File: config.mk
export PLATFORM = sky130hd
export DESIGN_NAME = alu_stream_ctrl
export DESIGN_NICKNAME = d
export VERILOG_FILES = /design/src/rtl/alu_stream_ctrl.sv
export SDC_FILE = /design/constraint.sdc
export NUM_CORES = 1
export LEC_CHECK = 0
export CORE_MARGIN = 2
export CORE_UTILIZATION = 45
export DETAILED_ROUTE_END_ITERATION = 8
export GPL_ROUTABILITY_DRIVEN = 1
export PLACE_DENSITY = 0.8
export SLEW_MARGIN = 20
export SYNTH_ARGS = -nofsm -noshare
export SYNTH_HDL_FRONTEND = slang
export SYNTH_SLANG_ARGS = --single-unit
File: constraint.sdc
create_clock -name clk -period 2.86 [get_ports clk]
set_input_delay 0.715 -clock clk [delete_from_list [all_inputs] [get_ports clk]]
set_output_delay 0.715 -clock clk [all_outputs]
set_load 0.01 [all_outputs]
File: src/rtl/alu_stream_ctrl.sv
// Streaming command front-end around a WIDTH-bit ALU.
// Single-op and eight-code sweep modes, registered results.
module alu_stream_ctrl #(
  parameter int WIDTH = 4,
  parameter int CNT_W = 8
) (
  input  logic             clk,
  input  logic             rstn,
  input  logic             in_valid,
  output logic             in_ready,
  input  logic             in_sweep,
  input  logic [WIDTH-1:0] in_a,
  input  logic [WIDTH-1:0] in_b,
  input  logic [2:0]       in_f,
  output logic             out_valid,
  input  logic             out_ready,
  output logic [WIDTH-1:0] out_y,
  output logic [2:0]       out_t,
  output logic [2:0]       out_f,
  output logic             out_last,
  output logic [CNT_W-1:0] res_cnt
);

  localparam int SH_W = (WIDTH > 1) ? $clog2(WIDTH) : 1;

  typedef enum logic [1:0] {
    S_IDLE,
    S_EXEC,
    S_OUT
  } state_e;

  state_e           state_q;
  logic [WIDTH-1:0] a_q;
  logic [WIDTH-1:0] b_q;
  logic [2:0]       f_q;
  logic             sweep_q;
  logic             out_valid_q;
  logic [WIDTH-1:0] out_y_q;
  logic [2:0]       out_t_q;
  logic [2:0]       out_f_q;
  logic             out_last_q;
  logic [CNT_W-1:0] res_cnt_q;

  logic [CNT_W-1:0] res_cnt_d;
  logic [2:0]       f_d;
  logic [SH_W-1:0]  shamt;
  logic [WIDTH-1:0] alu_y;
  logic [2:0]       alu_t;

  assign res_cnt_d = res_cnt_q + 1'b1;
  assign f_d       = f_q + 3'd1;
  assign shamt     = b_q[SH_W-1:0];

  // Combinational ALU fed only from the operand registers.
  always_comb begin
    alu_y = '0;
    case (f_q)
      3'b000:  alu_y = a_q - b_q;
      3'b001:  alu_y = a_q + b_q;
      3'b010:  alu_y = a_q & b_q;
      3'b011:  alu_y = a_q | b_q;
      3'b100:  alu_y = a_q ^ b_q;
      3'b101:  alu_y = a_q >> shamt;
      3'b110:  alu_y = a_q << shamt;
      default: alu_y = $unsigned($signed(a_q) >>> shamt);
    endcase
  end

  // Compare flags: unsigned less, signed less, equal.
  always_comb begin
    alu_t    = '0;
    alu_t[2] = a_q < b_q;
    alu_t[1] = $signed(a_q) < $signed(b_q);
    alu_t[0] = a_q == b_q;
  end

  // Command FSM; every output comes straight from a register.
  always_ff @(posedge clk or negedge rstn) begin
    if (!rstn) begin
      state_q     <= S_IDLE;
      a_q         <= '0;
      b_q         <= '0;
      f_q         <= '0;
      sweep_q     <= 1'b0;
      out_valid_q <= 1'b0;
      out_y_q     <= '0;
      out_t_q     <= '0;
      out_f_q     <= '0;
      out_last_q  <= 1'b0;
      res_cnt_q   <= '0;
    end else begin
      case (state_q)
        S_IDLE: begin
          if (in_valid) begin
            a_q     <= in_a;
            b_q     <= in_b;
            sweep_q <= in_sweep;
            f_q     <= in_sweep ? 3'b000 : in_f;
            state_q <= S_EXEC;
          end
        end
        S_EXEC: begin
          out_y_q     <= alu_y;
          out_t_q     <= alu_t;
          out_f_q     <= f_q;
          out_valid_q <= 1'b1;
          out_last_q  <= !sweep_q || (f_q == 3'b111);
          state_q     <= S_OUT;
        end
        S_OUT: begin
          if (out_ready) begin
            out_valid_q <= 1'b0;
            res_cnt_q   <= res_cnt_d;
            if (sweep_q && (f_q != 3'b111)) begin
              f_q     <= f_d;
              state_q <= S_EXEC;
            end else begin
              state_q <= S_IDLE;
            end
          end
        end
        default: state_q <= S_IDLE;
      endcase
    end
  end

  assign in_ready  = (state_q == S_IDLE);
  assign out_valid = out_valid_q;
  assign out_y     = out_y_q;
  assign out_t     = out_t_q;
  assign out_f     = out_f_q;
  assign out_last  = out_last_q;
  assign res_cnt   = res_cnt_q;

endmodule

==> flow_summary_export.csv <==
group,metric,value,unit
clocking,clkSlewWorstSetupHoldPaths,0.08,ns
yosys,yosysMostFrequentCell,"dfrtp_1",
setup_path,critical_path_depth,6,
yosys,ys.flop_type,"dfrtp_1",
clocking,clock_path_buffers,2,
clocking,cts-htree-levels,2,
setup_path,startpoint_type,"flip-flop",
timing,fmax,442,MHz
yosys,synth_edf_count,0,
yosys,synth_area_leaders,"dfrtp_1, ha_1, o21ai_0",
power,ir_worst_vdd,0.000481,V
timing,finalMaxSlewViolations,0,
yosys,synth_top_area_share,39.8,%
min_path,hp-class,"reg -> reg",
setup_path,r2r_end,"out_y[1]$_DFFE_PN0P_",
floorplan,coreArea,4660,um^2
timing,final_hold_viol_count,0,
clocking,hold_buffers,0,
setup_path,path_cells,"ha_1 -> fa_1 -> a22oi_1 -> o221ai_2 -> a311o_1 -> a22o_1",
min_path,hold_path.startpoint,"res_cnt[7]$_DFFE_PN0P_",
clocking,cts_buffers,5,
floorplan,die_h,72.9,um
yosys,synthArstFlopShare,100,%
timing,tns,0,ns
clocking,clkSinkCount,34,
yosys,syn_avg_cell_area,9.45,um^2
layout,diodes,0,
floorplan,die-area,5310,um^2
routing,vias,1755,
yosys,synth_warnings,0,
timing,period_share,79.0,%
yosys,synth_area,2140,um^2
clocking,clk_latency,0.30,ns
global_routing,grt_pass1_wl,8.24,mm
clocking,cts-resized-gates,0,
setup_path,cp_slowest_cell,"dfrtp_1",
global_routing,antenna_found_initial,0,
setup_path,critical_path_class,"reg -> reg",
setup_path,crit_arrival,2.45,ns
setup_path,crit_family,"compound AO/OA/AOI/OAI gates",
min_path,hold_path_end,"res_cnt[7]$_DFFE_PN0P_",
routing,drtIter0Drc,155,
clocking,cts_tree,"done",
setup_path,crit_path_max_incr_delay,0.59,ns
global_routing,grt_pass1_vias,1645,
floorplan,rows,25,
routing,first_pass_iters,5,
global_routing,track_usage,20.6,%
setup_path,endpoint_kind,"flip-flop",
power,power_frac_clock,14.5,%
timing,period_minus_slack,2.26,ns
routing,wl_per_cell,16.0,um
place,port_buffers,36,
timing,setup_viol,0,
floorplan,start_util,45.8,%
power,p_per_area,1190,nW/um^2
place,dpl.hpwl,3.77,mm
global_routing,grt_overflow,0,
routing,avgViaCountPerCell,5.57,
setup_path,worst_r2r_path_depth,6,
layout,fin_nets,298,
yosys,postSynthCellCount,226,
power,power_frac_seq,29.9,%
clocking,post_cts_buffers,0,
yosys,synth_largest_area_cell,"dfrtp_1",
place,gp_congestion,0.965,
yosys,yosysUniqueCellTypes,50,
timing,max_slew_margin,65.5,%
setup_path,r2r_slack,0.60,ns
layout,drive_gt1_share,6.90,%
timing,rsz0062_at_grt,"false",
timing,holdWs,0.484,ns
routing,drc,0,
floorplan,ios,37,
clocking,root_buffer,"clkbuf_8",
status,status,"completed",
floorplan,dieWidth,72.9,um
setup_path,critPathRequiredTime,3.05,ns
timing,tightest_slew,0.518,ns
timing,finClkSkew,0.0116,ns
yosys,netlist_top_cells_count,"dfrtp_1, nand2_1, o21ai_0",
setup_path,timing.rr.start,"b_q[0]$_DFFE_PN0P_",
yosys,syn_nets,264,
power,internal_power,1.75,mW
power,p_leak,1.18,nW
setup_path,crit_fanout,13,
layout,syn_to_final_growth,23.5,%
routing,drtAntennaViolNets,0,
layout,nFillCells,417,
routing,wl,5.04,mm
yosys,ys_seq_area_share,39.8,%
yosys,synth.ff_latch_count,34,
run,max_cap_violations,0,
power,pwr-share-comb,55.6,%
global_routing,grt_max_degree,35,
power,p_sw,1.40,mW
min_path,worst_hold_path.num_cells,1,
power,switching_share,44.4,%
setup_path,critPathBufInv,0,
==> final cells by class <==
| class | instances | area, um^2 | share of cell area [%] |
|---|---|---|---|
| Clock buffer | 5 | 68.8 | 2.61 |
| Sequential cell | 34 | 851 | 32.3 |
| Inverter | 18 | 67.6 | 2.56 |
| Multi-Input combinational cell | 162 | 1150 | 43.8 |
| Timing Repair Buffer | 39 | 383 | 14.5 |
| Tap cell | 54 | 67.6 | 2.56 |
| Clock inverter | 3 | 45.0 | 1.71 |
==> placed cells by master, fill, tap and decap left out, drive strengths merged, types with 2 or more instances in the layout <==
cell type / synthesis / layout
xnor2: 5 / 5
dfrtp: 34 / 34
o21ai: 24 / 24
clkdlybuf4s50: 0 / 36
nand2b: 3 / 3
mux2i: 4 / 4
nand3: 6 / 6
clkinvlp: 0 / 2
xor2: 6 / 6
o211ai: 4 / 4
nor2: 7 / 7
or4: 2 / 2
buf: 7 / 3
a22oi: 2 / 2
nand2: 27 / 27
nand3b: 2 / 2
fa: 2 / 2
nor3: 2 / 2
a32oi: 2 / 2
nand4b: 2 / 2
a22o: 2 / 2
nor2b: 4 / 4
inv: 18 / 18
mux2: 2 / 2
a21oi: 14 / 14
ha: 20 / 20
clkbuf: 5 / 5
==> power by group through the flow <==
stage          sequential (mW)  combinational, mW  clock, mW
3_3_place_gp             0.932               1.68          0
3_5_place_dp             0.946               1.72          0
6_report                 0.940               1.75      0.458
2_1_floorplan            0.897               1.19          0
5_1_grt                  0.973               1.93      0.484
4_1_cts                  0.937               1.74      0.462
==> worst max path at each step <==
stage                                   from                   end  slack (ns)
after floorplan           a_q[0]$_DFFE_PN0P_  out_y[1]$_DFFE_PN0P_        0.80
after global placement    b_q[0]$_DFFE_PN0P_  out_y[1]$_DFFE_PN0P_        0.68
after detailed placement  b_q[0]$_DFFE_PN0P_  out_y[1]$_DFFE_PN0P_        0.62
after CTS                 b_q[0]$_DFFE_PN0P_  out_y[1]$_DFFE_PN0P_        0.60
after global routing      b_q[0]$_DFFE_PN0P_  out_y[2]$_DFFE_PN0P_        0.49
final                     b_q[0]$_DFFE_PN0P_  out_y[1]$_DFFE_PN0P_        0.60
==> through the flow <==
stage	util [%]	instance area [um^2]	setup WS, ns	instances	power (mW)
global placement	54.1	2520	0.678	307	2.61
finish	56.6	2640	0.600	315	3.15
floorplan	-	2140	0.804	226	2.09
CTS	56.6	2640	0.602	315	3.14
global route	56.6	2640	0.491	315	3.39
detailed placement	54.1	2520	0.617	307	2.67
==> cells by family after synthesis <==
kind of cell,share of synthesized area (%)
compound gates,18.9
xor+xnor,4.51
fa+ha+maj,13.6
buf+inv,6.09
flops,39.8
mux,2.93
simple gates,14.2
==> registers in the layout (all words and copies together) (netlist names) <==
signal     count
out_t          3
out_valid      1
state_q        2
out_last       1
out_f          3
f_q            3
out_y          4
a_q            4
res_cnt        8
sweep_q        1
b_q            4
==> worst register-to-register path, stage by stage (launching register included) <==
cell and delay, ns:
dfrtp_1 0.59, ha_1 0.29, fa_1 0.42, a22oi_1 0.22
o221ai_2 0.13, a311o_1 0.33, a22o_1 0.17
==> routing by layer <==
layer  up-vias  routed length (um)  GRT usage [%]
li1        854                   -              -
met1       822                2230           28.2
met2        65                2350           30.9
met3        14                 321           4.56
met4         0                 138           9.88
met5         -                   0              0
Note: power is estimated with default switching activity, not from simulation.
